`src/rtl/matmul_pkg.sv`:
```
`default_nettype none
// ============================================================================
// Module   : matmul_pkg
// Brief    : Shared sizes, state encoding and pipeline tag for the matmul
//            sequencer.
// Revision : 1.0 - initial release
// ============================================================================
package matmul_pkg;

    localparam int DIM_MAX = 32;
    localparam int IDX_W   = $clog2(DIM_MAX);
    localparam int DIM_W   = IDX_W + 1;

    typedef enum logic [1:0] {
        IDLE    = 2'd0,
        COMPUTE = 2'd1,
        DRAIN   = 2'd2,
        READOUT = 2'd3
    } state_t;

    // Travels alongside each A/B read until the array data comes back.
    typedef struct packed {
        logic             valid;
        logic             clear;
        logic             acc_last;
        logic             fin;
        logic [IDX_W-1:0] row;
        logic [IDX_W-1:0] col;
    } rd_tag_t;

    function automatic logic dim_ok(input logic [DIM_W-1:0] d);
        return (d != '0) && (d <= DIM_W'(DIM_MAX));
    endfunction

    function automatic logic [IDX_W-1:0] dim_last(input logic [DIM_W-1:0] d);
        return IDX_W'(d - DIM_W'(1));
    endfunction

endpackage
`default_nettype wire

```
`src/rtl/mm_index_counter.sv`:
```
`default_nettype none
// ============================================================================
// Module   : mm_index_counter
// Brief    : Nested index counter; level 0 is innermost, each level wraps to
//            zero at its own limit and carries into the next.
// Revision : 1.0 - initial release
// ============================================================================
module mm_index_counter
    import matmul_pkg::*;
#(
    parameter int LEVELS = 3
) (
    input  logic                         clock,
    input  logic                         reset,
    input  logic                         clear,
    input  logic                         advance,
    input  logic [LEVELS-1:0][IDX_W-1:0] limit,
    output logic [LEVELS-1:0][IDX_W-1:0] idx,
    output logic [LEVELS-1:0]            at_limit,
    output logic                         wrap
);

    logic [LEVELS-1:0][IDX_W-1:0] r_idx;
    logic [LEVELS-1:0]            w_carry;

    for (genvar gl = 0; gl < LEVELS; gl++) begin : g_level
        assign at_limit[gl] = (r_idx[gl] == limit[gl]);
        if (gl == 0) begin : g_inner
            assign w_carry[gl] = advance;
        end else begin : g_outer
            assign w_carry[gl] = advance & (&at_limit[gl-1:0]);
        end
    end

    always_ff @(posedge clock) begin
        if (reset || clear) begin
            r_idx <= '0;
        end else begin
            for (int l = 0; l < LEVELS; l++) begin
                if (w_carry[l]) begin
                    r_idx[l] <= at_limit[l] ? '0 : r_idx[l] + IDX_W'(1);
                end
            end
        end
    end

    assign idx  = r_idx;
    assign wrap = advance & (&at_limit);

endmodule
`default_nettype wire

```
`src/rtl/matmul_sequencer.sv`:
```
`default_nettype none
// ============================================================================
// Module   : matmul_sequencer
// Brief    : Walks A/B reads for C = A*B, drives read-aligned MAC control and
//            C writes, then serves host-paced readout of C.
// Revision : 1.0 - initial release
// ============================================================================
module matmul_sequencer
    import matmul_pkg::*;
#(
    parameter int RD_LAT = 1
) (
    input  logic               clock,
    input  logic               reset,
    input  logic               start,
    input  logic [DIM_W-1:0]   rows_a,
    input  logic [DIM_W-1:0]   inner,
    input  logic [DIM_W-1:0]   cols_b,
    output logic               busy,
    output logic               done,
    output logic               error,
    output logic               rd_en,
    output logic [IDX_W-1:0]   a_row,
    output logic [IDX_W-1:0]   a_col,
    output logic [IDX_W-1:0]   b_row,
    output logic [IDX_W-1:0]   b_col,
    output logic               mac_clear,
    output logic               mac_en,
    output logic               c_we,
    output logic [IDX_W-1:0]   c_row,
    output logic [IDX_W-1:0]   c_col,
    input  logic               sample_load,
    output logic               rc_en,
    output logic [IDX_W-1:0]   rc_row,
    output logic [IDX_W-1:0]   rc_col,
    output logic               sample,
    output logic [2*DIM_W-1:0] resulting_size
);

    state_t             r_state;
    logic [DIM_W-1:0]   r_m, r_n, r_p;
    logic               r_busy, r_done, r_error, r_rd_en;
    rd_tag_t            r_pipe [RD_LAT];
    logic               r_c_we, r_c_fin;
    logic [IDX_W-1:0]   r_c_row, r_c_col;
    logic [RD_LAT-1:0]  r_smp;

    logic                  w_can_start, w_dims_ok, w_accept, w_reject, w_rc_en;
    logic [2:0][IDX_W-1:0] w_ijk_limit, w_ijk_idx;
    logic [2:0]            w_ijk_at;
    logic                  w_ijk_wrap;
    logic [1:0][IDX_W-1:0] w_rd_limit, w_rd_idx;
    logic [1:0]            w_unused_rd_at;
    logic                  w_unused_rd_wrap;
    rd_tag_t               w_tag, w_tail;

    assign w_can_start = (r_state == IDLE) || (r_state == READOUT);
    assign w_dims_ok   = dim_ok(rows_a) && dim_ok(inner) && dim_ok(cols_b);
    assign w_accept    = start && w_can_start && w_dims_ok;
    assign w_reject    = start && w_can_start && !w_dims_ok;
    // A new job takes priority over a readout request in the same cycle.
    assign w_rc_en     = (r_state == READOUT) && sample_load && !w_accept;

    assign w_ijk_limit[0] = dim_last(r_n);
    assign w_ijk_limit[1] = dim_last(r_p);
    assign w_ijk_limit[2] = dim_last(r_m);
    assign w_rd_limit[0]  = dim_last(r_p);
    assign w_rd_limit[1]  = dim_last(r_m);

    mm_index_counter #(.LEVELS(3)) u_ijk (
        .clock    (clock),
        .reset    (reset),
        .clear    (w_accept),
        .advance  (r_rd_en),
        .limit    (w_ijk_limit),
        .idx      (w_ijk_idx),
        .at_limit (w_ijk_at),
        .wrap     (w_ijk_wrap)
    );

    mm_index_counter #(.LEVELS(2)) u_readout (
        .clock    (clock),
        .reset    (reset),
        .clear    (w_accept),
        .advance  (w_rc_en),
        .limit    (w_rd_limit),
        .idx      (w_rd_idx),
        .at_limit (w_unused_rd_at),
        .wrap     (w_unused_rd_wrap)
    );

    always_comb begin
        w_tag = '0;
        if (r_rd_en) begin
            w_tag.valid    = 1'b1;
            w_tag.clear    = (w_ijk_idx[0] == '0);
            w_tag.acc_last = w_ijk_at[0];
            w_tag.fin      = &w_ijk_at;
            w_tag.row      = w_ijk_idx[2];
            w_tag.col      = w_ijk_idx[1];
        end
    end

    assign w_tail = r_pipe[RD_LAT-1];

    always_ff @(posedge clock) begin
        if (reset) begin
            r_state <= IDLE;
            r_m     <= '0;
            r_n     <= '0;
            r_p     <= '0;
            r_busy  <= 1'b0;
            r_done  <= 1'b0;
            r_error <= 1'b0;
            r_rd_en <= 1'b0;
            for (int s = 0; s < RD_LAT; s++) r_pipe[s] <= '0;
            r_c_we  <= 1'b0;
            r_c_fin <= 1'b0;
            r_c_row <= '0;
            r_c_col <= '0;
            r_smp   <= '0;
        end else begin
            r_error   <= w_reject;
            r_pipe[0] <= w_tag;
            for (int s = 1; s < RD_LAT; s++) r_pipe[s] <= r_pipe[s-1];
            // C write lands one cycle after the final accumulate of a dot product.
            r_c_we  <= w_tail.valid & w_tail.acc_last;
            r_c_fin <= w_tail.valid & w_tail.acc_last & w_tail.fin;
            r_c_row <= (w_tail.valid & w_tail.acc_last) ? w_tail.row : '0;
            r_c_col <= (w_tail.valid & w_tail.acc_last) ? w_tail.col : '0;
            r_smp[0] <= w_rc_en;
            for (int s = 1; s < RD_LAT; s++) r_smp[s] <= r_smp[s-1];

            case (r_state)
                IDLE, READOUT: begin
                    if (w_accept) begin
                        r_state <= COMPUTE;
                        r_m     <= rows_a;
                        r_n     <= inner;
                        r_p     <= cols_b;
                        r_busy  <= 1'b1;
                        r_done  <= 1'b0;
                        r_rd_en <= 1'b1;
                    end
                end
                COMPUTE: begin
                    if (w_ijk_wrap) begin
                        r_state <= DRAIN;
                        r_rd_en <= 1'b0;
                    end
                end
                DRAIN: begin
                    if (r_c_fin) begin
                        r_state <= READOUT;
                        r_busy  <= 1'b0;
                        r_done  <= 1'b1;
                    end
                end
                default: r_state <= IDLE;
            endcase
        end
    end

    assign busy           = r_busy;
    assign done           = r_done;
    assign error          = r_error;
    assign rd_en          = r_rd_en;
    assign a_row          = w_ijk_idx[2];
    assign a_col          = w_ijk_idx[0];
    assign b_row          = w_ijk_idx[0];
    assign b_col          = w_ijk_idx[1];
    assign mac_en         = w_tail.valid;
    assign mac_clear      = w_tail.valid & w_tail.clear;
    assign c_we           = r_c_we;
    assign c_row          = r_c_row;
    assign c_col          = r_c_col;
    assign rc_en          = w_rc_en;
    assign rc_row         = w_rd_idx[1];
    assign rc_col         = w_rd_idx[0];
    assign sample         = r_smp[RD_LAT-1];
    assign resulting_size = {r_m, r_p};

endmodule
`default_nettype wire

```
`config.mk`:
```
export PLATFORM = sky130hd
export DESIGN_NAME = matmul_sequencer
export DESIGN_NICKNAME = d
export VERILOG_FILES = /design/src/rtl/matmul_pkg.sv /design/src/rtl/mm_index_counter.sv /design/src/rtl/matmul_sequencer.sv
export SDC_FILE = /design/constraint.sdc
export NUM_CORES = 1
export LEC_CHECK = 0
export ABC_AREA = 0
export BUFFER_PORTS_ARGS = -buffer_cell sky130_fd_sc_hd__buf_2
export CAP_MARGIN = 20
export CELL_PAD_IN_SITES_DETAIL_PLACEMENT = 0
export CELL_PAD_IN_SITES_GLOBAL_PLACEMENT = 1
export CORE_ASPECT_RATIO = 0.9
export CORE_MARGIN = 10
export CORE_UTILIZATION = 30
export DETAILED_ROUTE_END_ITERATION = 7
export GPL_TIMING_DRIVEN = 0
export PLACE_DENSITY = 0.71
export SLEW_MARGIN = 10
export SYNTH_ARGS = -nofsm -noshare
export SYNTH_HDL_FRONTEND = slang
export SYNTH_SLANG_ARGS = --single-unit
```
`constraint.sdc`:
```
create_clock -name clock -period 4.35 [get_ports clock]
set_input_delay 0.87 -clock clock [delete_from_list [all_inputs] [get_ports clock]]
set_output_delay 0.87 -clock clock [all_outputs]
set_load 0.02 [all_outputs]
```
==> reports/metrics.cfg, run 1 <==
[setup_path]
critPathCaptureType=output port
rr_startpoint=r_n[0]
critPathRequiredTime_ps=3480
r2r_slack_ps=1660
crit_fanout=10
startpoint=inner[3]
critical_path_class=input pin to output port
cp-start-kind=input pin
cp.arrival_ps=2980
r2r_cells=8
worstReg2RegEnd=r_state[1]

[route]
dr.pass1.iters=6
drt_iter0_markers=119
via_per_inst=4.55
totalWireLength_mm=8.96
wire_per_inst_microns=14.6
route.detailed.drc=0
vias=2794
antenna_left=0

[pwr]
p_leak_nw=1.90
internal-power_w=0.00127
combPwrFrac=0.136
clkPwrFrac=0.441
power-per-cell-area_mw_per_mm2=394
p_sw_frac=0.262
peakVddDrop_mv=0.146
p_seq_frac=0.422
p_total_w=0.00172
netSwitchingPower_w=0.000451

[die]
core_sq_mm=0.0113
rows=37
start_util=0.305
io_pins=83
die_h_microns=122
die_w_microns=133
dieArea_sq_mm=0.0162

[sta]
tightest_slew_ps=528
rsz0062_at_grt=no
hold_viol=0
maxSlewHeadroom=0.648
fmax_mhz=260
finalCriticalPeriod_ps=3850
finalSetupViolations=0
drv_slew=0
fin_skew_ps=5.42
post-route-period-util=0.885
setup_tns_ps=0

[clock_tree]
clk_latency_ps=330
cts_buffers=9
cts_tree=done
hold_buffers=0
cts_sinks=75
cts_root_buf=clkbuf_16
clk_pin_slew_ps=60
cts_setup_buffers=0
cts_buffer_depth=2
cts_resized=0
htree_levels=3

[synth]
synth-edff-count=0
synth_most_common_cell=dfxtp_1
yosysWarningCount=0
post_synth_num_cell_types=42
synth_top_cell_by_area=dfxtp_1
syn_nets=394
synthTopCellsByArea=dfxtp_1, xnor2_1, mux2i_1
synth_seq_cells=75
synthTopCellsByCount=dfxtp_1, nor2_1, xnor2_1
synthCells=360
ys_seq_area_frac=0.434
avgSynthCellArea_sq_um=9.62
ys.flop_type=dfxtp_1
synth_area_sq_mm=0.00346
synthArstFlopShare=0
synth_top_area_share=0.434

[finish]
drive_above_1_share=0.242
syn_to_final_growth_pct=26.5
fillCellCount=1157
final_util=0.386
nNetsFinal=487
antenna_cells=0
fin_cells=614

[hold_path]
holdCritPathClass=flop to flop
min_to=r_c_fin
min_from=r_pipe[0][10]
hold_depth=1

[placed_design]
dpl.cell_count=598
io_buffers=82
dp_hpwl_mm=7.02
gp_congestion=0.778

[global_routing]
grt_pass1_vias=2724
grt_pass1_wl_mm=14.3
antenna_found_initial=0
grt_max_degree=15
grt-ovfl-total=0
grt_use_total=0.109

[job]
max_cap_viol_count=0

[run_status]
run_status=completed

cell families after synthesis:
logic type                 share of synthesized area
AOI/OAI and AO/OA                             0.0755
xor gates and xnor gates                       0.136
adders and majority gates                     0.0434
buffers and inverters                         0.0531
DFF                                            0.434
muxes                                         0.0491
and+or+nand+nor                                0.209
flip-flops by register name, summed over array words and instances, names as in the netlist, 2 cells and up:
signal and cells:
c_row 5, r_p 6, u_ijk.idx 15, r_n 5, c_col 5, u_readout.idx 10
r_m 6, r_state 2, r_pipe 14
worst max-delay path by stage:
stage          endpoint  cells past startpoint
6_report          rc_en                      9
5_1_grt           rc_en                      9
4_1_cts           rc_en                      9
3_5_place_dp      rc_en                      9
3_3_place_gp      rc_en                      9
2_1_floorplan     rc_en                      7
power groups by stage:
stage               Clock (W)  Combinational [W]  Sequential [W]
floorplan                   0           0.000161        0.000751
global placement            0           0.000231        0.000743
detailed placement          0           0.000236        0.000744
CTS                  0.000780           0.000238        0.000729
global route         0.000804           0.000263        0.000732
finish               0.000761           0.000235        0.000729
per-layer routing:
layer / up-vias / routed length, microns / track usage
met2: 61 / 4230 / 0.174
met3: 11 / 467 / 0.0321
met1: 1289 / 4150 / 0.137
met5: - / 0 / 0
li1: 1433 / - / -
met4: 0 / 124 / 0.0428
layout make-up:
cell class | count | area, sq um | share of cell area
multi-input combinational | 253 | 1780 | 0.406
sequential | 75 | 1500 | 0.343
inverter | 15 | 56.3 | 0.0129
clock inverter | 6 | 72.6 | 0.0166
buffer | 17 | 128 | 0.0291
tap | 156 | 195 | 0.0446
timing repair buffer | 82 | 410 | 0.0937
clock buffer | 10 | 239 | 0.0546
critical path, stage by stage:
cell,delay (ps)
buf_2,110
or4_4,530
o21a_1,210
nor4b_4,430
and3_1,230
buf_6,150
buf_4,210
nor2_1,70
buf_2,170
cells in the final DEF, fill, tap and decap left out, types with 5 or more instances in the layout:
cell type | netlist | layout
a21oi_1 | 13 | 13
and2_1 | 13 | 13
and3_1 | 14 | 14
buf_2 | 1 | 83
buf_4 | 6 | 6
clkbuf_1 | 7 | 7
clkbuf_16 | 0 | 9
dfxtp_1 | 75 | 75
ha_1 | 12 | 12
inv_1 | 15 | 15
mux2i_1 | 17 | 17
nand2_1 | 13 | 13
nand3_1 | 18 | 18
nand4_1 | 8 | 8
nor2_1 | 39 | 39
nor3_1 | 13 | 13
o21ai_0 | 5 | 5
o31ai_1 | 6 | 6
or4_1 | 6 | 6
xnor2_1 | 28 | 28
xor2_1 | 18 | 18
through the flow:
| step | area, sq um | worst slack (ps) | hold slack, ps |
|---|---|---|---|
| final | 4380 | 502 | 424 |
| after global routing | 4380 | 431 | 440 |
| after CTS | 4380 | 481 | 426 |
| after detailed placement | 4070 | 492 | 413 |
| after global placement | 4070 | 493 | 413 |
| after floorplan | 3460 | 936 | 406 |
Note: power is estimated with default switching activity, not from simulation.
==> inputs of run 2 (changes only) <==
--- a/config.mk
+++ b/config.mk
@@ -15,6 +15,7 @@
 export CORE_UTILIZATION = 30
 export DETAILED_ROUTE_END_ITERATION = 7
 export GPL_TIMING_DRIVEN = 0
+export MAX_ROUTING_LAYER = met4
 export PLACE_DENSITY = 0.71
 export SLEW_MARGIN = 10
 export SYNTH_ARGS = -nofsm -noshare
==> run 2 against run 1 <==
Against the previous run:
- register-to-register slack is essentially flat
- clock skew fell by 1.1 ps
- sequential power is essentially flat
- first-iteration DRC count stayed put
- setup slack improved by 4.0 ps
- utilization is the same
- wire length barely moved
- via count down 0.25%
- critical endpoint unchanged
- maximum frequency is 0.11% higher
- highest routed layer unchanged
- global-route usage increased by 0.33 points
- non-clock buffer count is the same
- sequential share of layout area unchanged
==> reports/metrics.cfg, run 2 (synthesized netlist as in run 1, its figures left out) <==
[setup_path]
cpPeakStageDelay_ps=530  ; about the same
cpMostUsedCell=buf_2  ; unchanged
crit_buf_inv=4  ; unchanged
path_cells=buf_2 -> or4_4 -> o21a_1 -> nor4b_4 -> and3_1 -> buf_6 -> buf_4 -> nor2_1 -> buf_2  ; unchanged
critPathRequiredTime_ps=3480  ; about the same
timing.critical_path.slowest_stage_cell=or4_4  ; unchanged
crit_family=simple AND/OR/NAND/NOR gates  ; unchanged
critPathCaptureType=output port  ; unchanged
cp-start-kind=input pin  ; unchanged
critical_path_class=input pin to output port  ; unchanged
crit_fanout=10  ; unchanged
cp.arrival_ps=2970  ; was 2980 ps

[global_routing]
grt_use_total=0.113  ; was 0.109
grt-ovfl-total=0  ; unchanged
grt_pass1_vias=2730  ; was 2,724
grt_max_degree=15  ; unchanged
antenna_found_initial=0  ; unchanged
grt_pass1_wl_mm=14.3  ; about the same

[clock_tree]
cts_root_buf=clkbuf_16  ; unchanged
clk_pin_slew_ps=60  ; about the same
clk_latency_ps=330  ; about the same
cts_buffers=9  ; unchanged
cts_sinks=75  ; unchanged
cts_tree=done  ; unchanged
cts_buffer_depth=2  ; unchanged
cts_setup_buffers=0  ; unchanged
cts_resized=0  ; unchanged
hold_buffers=0  ; unchanged
htree_levels=3  ; unchanged

[die]
rows=37  ; unchanged
core_sq_mm=0.0113  ; unchanged
io_pins=83  ; unchanged
die_w_microns=133  ; unchanged
die_h_microns=122  ; unchanged
dieArea_sq_mm=0.0162  ; unchanged
start_util=0.305  ; unchanged

[finish]
drive_above_1_share=0.242  ; unchanged
final_cell_mix=buf_2, dfxtp_1, nor2_1  ; unchanged
nNetsFinal=487  ; unchanged
syn_to_final_growth_pct=26.5  ; unchanged
largest_reg_flops=15  ; unchanged
antenna_cells=0  ; unchanged
final_util=0.386  ; unchanged
fin_cells=614  ; unchanged
final_common_cell=buf_2  ; unchanged

[sta]
hold_viol=0  ; unchanged
finalCriticalPeriod_ps=3840  ; was 3850 ps
setup_ws_ps=506  ; was 502 ps
finalSetupViolations=0  ; unchanged
hold_slack_ps=424  ; unchanged
fmax_mhz=260  ; about the same
post-route-period-util=0.884  ; was 0.885
rsz0062_at_grt=no  ; unchanged
maxSlewHeadroom=0.642  ; was 0.648
setup_tns_ps=0  ; unchanged
drv_slew=0  ; unchanged
tightest_slew_ps=537  ; was 528 ps
fin_skew_ps=4.37  ; was 5.42 ps

[placed_design]
dpl.cell_count=598  ; unchanged
io_buffers=82  ; unchanged
dp_hpwl_mm=7.02  ; unchanged
gp_congestion=0.788  ; was 0.778
post-place-ws_ps=492  ; unchanged

[route]
totalWireLength_mm=8.96  ; about the same
wire_per_inst_microns=14.6  ; about the same
route.detailed.drc=0  ; unchanged
vias=2787  ; was 2,794
via_per_inst=4.54  ; was 4.55
dr.pass1.iters=6  ; unchanged
antenna_left=0  ; unchanged
drt_iter0_markers=119  ; unchanged

[pwr]
combPwrFrac=0.137  ; was 0.136
clkPwrFrac=0.441  ; about the same
p_leak_nw=1.90  ; unchanged
p_seq_frac=0.423  ; was 0.422
power-per-cell-area_mw_per_mm2=394  ; about the same
internal-power_w=0.00127  ; about the same
peakVddDrop_mv=0.146  ; about the same
p_sw_frac=0.261  ; was 0.262
netSwitchingPower_w=0.000451  ; about the same

[hold_path]
holdCritPathClass=flop to flop  ; unchanged

[job]
max_cap_viol_count=0  ; unchanged

[run_status]
run_status=completed  ; unchanged

[run 2: cell counts in the layout (fill, tap and decap cells not counted)]
No cell type changed its count.
[run 2: routing by layer]
metal  global-route usage  vias to the layer above  share of wire
met1                0.142                     1280           0.48
met2                0.174                       62           0.47
li1                     -                     1434              -
met3               0.0243                       11          0.037
met5                    -                        -              0
met4               0.0428                        0          0.014
[run 2: power groups by stage]
stage	Combinational, W	Sequential, W	Clock, W
floorplan	0.000161	0.000751	0
global placement	0.000231	0.000743	0
detailed placement	0.000236	0.000744	0
CTS	0.000238	0.000729	0.000780
global route	0.000263	0.000732	0.000804
finish	0.000235	0.000729	0.000760
[run 2: worst paths after layout]
kind / from / to / slack [ps] / cells after the start
max reg2reg: r_n[0] / r_state[1] / 1660 / 8
max: inner[3] / rc_en / 510 / 9
min: r_pipe[0][10] / r_c_fin / 420 / 1
min reg2reg: r_pipe[0][10] / r_c_fin / 420 / 1
[run 2: through the flow]
| stage | cell area (sq um) | total power [W] |
|---|---|---|
| 6_report | 4380 | 0.00172 |
| 5_1_grt | 4380 | 0.00180 |
| 4_1_cts | 4380 | 0.00175 |
| 3_5_place_dp | 4070 | 0.000980 |
| 3_3_place_gp | 4070 | 0.000973 |
| 2_1_floorplan | 3460 | 0.000912 |
[run 2: worst reg2reg max path: stages, from the launching register on]
cell	delay [ps]
dfxtp_1	410
inv_1	60
ha_1	250
o21ba_1	190
a221o_1	400
a211oi_4	390
nand3_1	260
a2111oi_0	490
a211oi_1	100
[run 2: cell type report]
| cell class | count | area (sq um) |
|---|---|---|
| buffer | 17 | 128 |
| clock buffer | 10 | 239 |
| clock inverter | 6 | 72.6 |
| fill | 1157 | 6960 |
| inverter | 15 | 56.3 |
| multi-input combinational | 253 | 1780 |
| sequential | 75 | 1500 |
| tap | 156 | 195 |
| timing repair buffer | 82 | 410 |
==> inputs of run 3 (changes only) <==
--- a/config.mk
+++ b/config.mk
@@ -12,11 +12,11 @@
 export CELL_PAD_IN_SITES_GLOBAL_PLACEMENT = 1
 export CORE_ASPECT_RATIO = 0.9
 export CORE_MARGIN = 10
-export CORE_UTILIZATION = 30
+export CORE_UTILIZATION = 43
 export DETAILED_ROUTE_END_ITERATION = 7
 export GPL_TIMING_DRIVEN = 0
 export MAX_ROUTING_LAYER = met4
-export PLACE_DENSITY = 0.71
+export PLACE_DENSITY = 0.93
 export SLEW_MARGIN = 10
 export SYNTH_ARGS = -nofsm -noshare
 export SYNTH_HDL_FRONTEND = slang
==> run 3 against run 2 <==
Against the previous run:
- utilization increased by 15 points
- combinational power about the same
- final cell count shrank 9.8%
- largest cell class unchanged
==> reports/metrics.cfg, run 3 (synthesized netlist as in run 1, its figures left out) <==
[finish]
final_common_cell=buf_2  ; unchanged
nNetsFinal=487  ; unchanged
fin_cells=554  ; was 614
final_area_sq_mm=0.00416  ; was 0.00438 sq mm
syn_to_final_growth_pct=20.2  ; was 26.5%
fillCellCount=706  ; was 1,157
antenna_cells=0  ; unchanged
largest_reg_flops=15  ; unchanged
final_cell_mix=buf_2, dfxtp_1, nor2_1  ; unchanged
drive_above_1_share=0.240  ; was 0.242

[placed_design]
post-place-ws_ps=528  ; was 492 ps
placed_cell_area_sq_mm=0.00399  ; was 0.00407 sq mm
dp_hpwl_mm=6.62  ; was 7.02 mm
gp_congestion=0.806  ; was 0.788
dpl.cell_count=538  ; was 598
io_buffers=82  ; unchanged

[setup_path]
path_cells=buf_2 -> or4_4 -> o21a_1 -> nor4b_4 -> and3_1 -> buf_6 -> buf_4 -> nor2_1 -> buf_2  ; unchanged
r2r_slack_ps=1760  ; was 1660 ps
critPathCaptureType=output port  ; unchanged
cp.arrival_ps=2950  ; was 2970 ps
timing.critical_path.slowest_stage_cell=or4_4  ; unchanged
cpPeakStageDelay_ps=530  ; about the same
r2r_cells=8  ; unchanged
cp-start-kind=input pin  ; unchanged
startpoint=inner[3]  ; unchanged
endpoint=rc_en  ; unchanged
worstReg2RegEnd=r_state[1]  ; unchanged
crit_buf_inv=4  ; unchanged
crit_family=simple AND/OR/NAND/NOR gates  ; unchanged
critical_path_class=input pin to output port  ; unchanged
critPathRequiredTime_ps=3480  ; about the same
rr_startpoint=r_n[0]  ; unchanged
cp.depth=9  ; unchanged
cpMostUsedCell=buf_2  ; unchanged
crit_fanout=10  ; unchanged

[sta]
finalSetupViolations=0  ; unchanged
hold_viol=0  ; unchanged
rsz0062_at_grt=no  ; unchanged
fmax_mhz=262  ; was 260 MHz
setup_ws_ps=531  ; was 506 ps
maxSlewHeadroom=0.654  ; was 0.642
post-route-period-util=0.878  ; was 0.884
finalCriticalPeriod_ps=3820  ; was 3840 ps
drv_slew=0  ; unchanged
fin_skew_ps=7.38  ; was 4.37 ps
tightest_slew_ps=519  ; was 537 ps
setup_tns_ps=0  ; unchanged

[route]
via_per_inst=5.10  ; was 4.54
wire_per_inst_microns=15.2  ; was 14.6 microns
route.detailed.drc=0  ; unchanged
totalWireLength_mm=8.44  ; was 8.96 mm
drt_iter0_markers=147  ; was 119
antenna_left=0  ; unchanged
dr.pass1.iters=6  ; unchanged
vias=2827  ; was 2,787

[global_routing]
grt_use_total=0.143  ; was 0.113
grt-ovfl-total=0  ; unchanged
antenna_found_initial=0  ; unchanged
grt_pass1_wl_mm=13.6  ; was 14.3 mm
grt_max_degree=14  ; was 15
grt_pass1_vias=2688  ; was 2,730

[clock_tree]
clk_pin_slew_ps=80  ; was 60 ps
cts_root_buf=clkbuf_8  ; was clkbuf_16
cts_tree=done  ; unchanged
htree_levels=3  ; unchanged
cts_setup_buffers=0  ; unchanged
cts_buffer_depth=2  ; unchanged
clk_latency_ps=350  ; was 330 ps
cts_buffers=9  ; unchanged
cts_resized=0  ; unchanged
hold_buffers=0  ; unchanged
cts_sinks=75  ; unchanged

[die]
die_w_microns=115  ; was 133 microns
start_util=0.450  ; was 0.305
dieArea_sq_mm=0.0120  ; was 0.0162 sq mm
die_h_microns=105  ; was 122 microns
rows=30  ; was 37
io_pins=83  ; unchanged
core_sq_mm=0.00769  ; was 0.0113 sq mm

[pwr]
p_leak_nw=1.83  ; was 1.90 nW
power-per-cell-area_mw_per_mm2=342  ; was 394 mW/mm^2
peakVddDrop_mv=0.151  ; was 0.146 mV
p_total_w=0.00142  ; was 0.00172 W

[run_status]
run_status=completed  ; unchanged

[job]
max_cap_viol_count=0  ; unchanged

[hold_path]
holdCritPathClass=flop to flop  ; unchanged
hold_depth=1  ; unchanged

[run 3: final cells by class]
class | instances | area (sq um) | share of cell area
inverters | 15 | 56.3 | 0.0135
flip-flops and latches | 75 | 1500 | 0.361
repair buffers | 82 | 410 | 0.0986
clock inverters | 6 | 42.5 | 0.0102
plain buffers | 17 | 128 | 0.0306
clock buffers | 10 | 128 | 0.0306
well taps | 96 | 120 | 0.0288
multi-input cells | 253 | 1780 | 0.427
[run 3: through the flow]
step	hold WS (ps)	util
after floorplan	406	-
after global placement	409	0.519
after detailed placement	411	0.519
after CTS	429	0.541
after global routing	442	0.541
final	426	0.541
[run 3: metal layers]
layer  track usage  share of wire
met1         0.180           0.48
met2         0.213           0.46
met3        0.0446          0.054
met4        0.0456         0.0053
met5             -              0
[run 3: power by group]
part | switching [W] | internal, W
clock | 0.000256 | 0.000207
sequential | 0.0000209 | 0.000706
combinational | 0.000133 | 0.000101
[run 3: worst min-delay path by stage]
stage,slack (ps),end,start
after floorplan,410,c_col[0],r_pipe[0][0]
final,430,c_row[3],r_pipe[0][8]
after CTS,430,c_col[3],r_pipe[0][3]
after detailed placement,410,c_col[3],r_pipe[0][3]
after global routing,440,c_row[2],r_pipe[0][7]
after global placement,410,c_col[0],r_pipe[0][0]
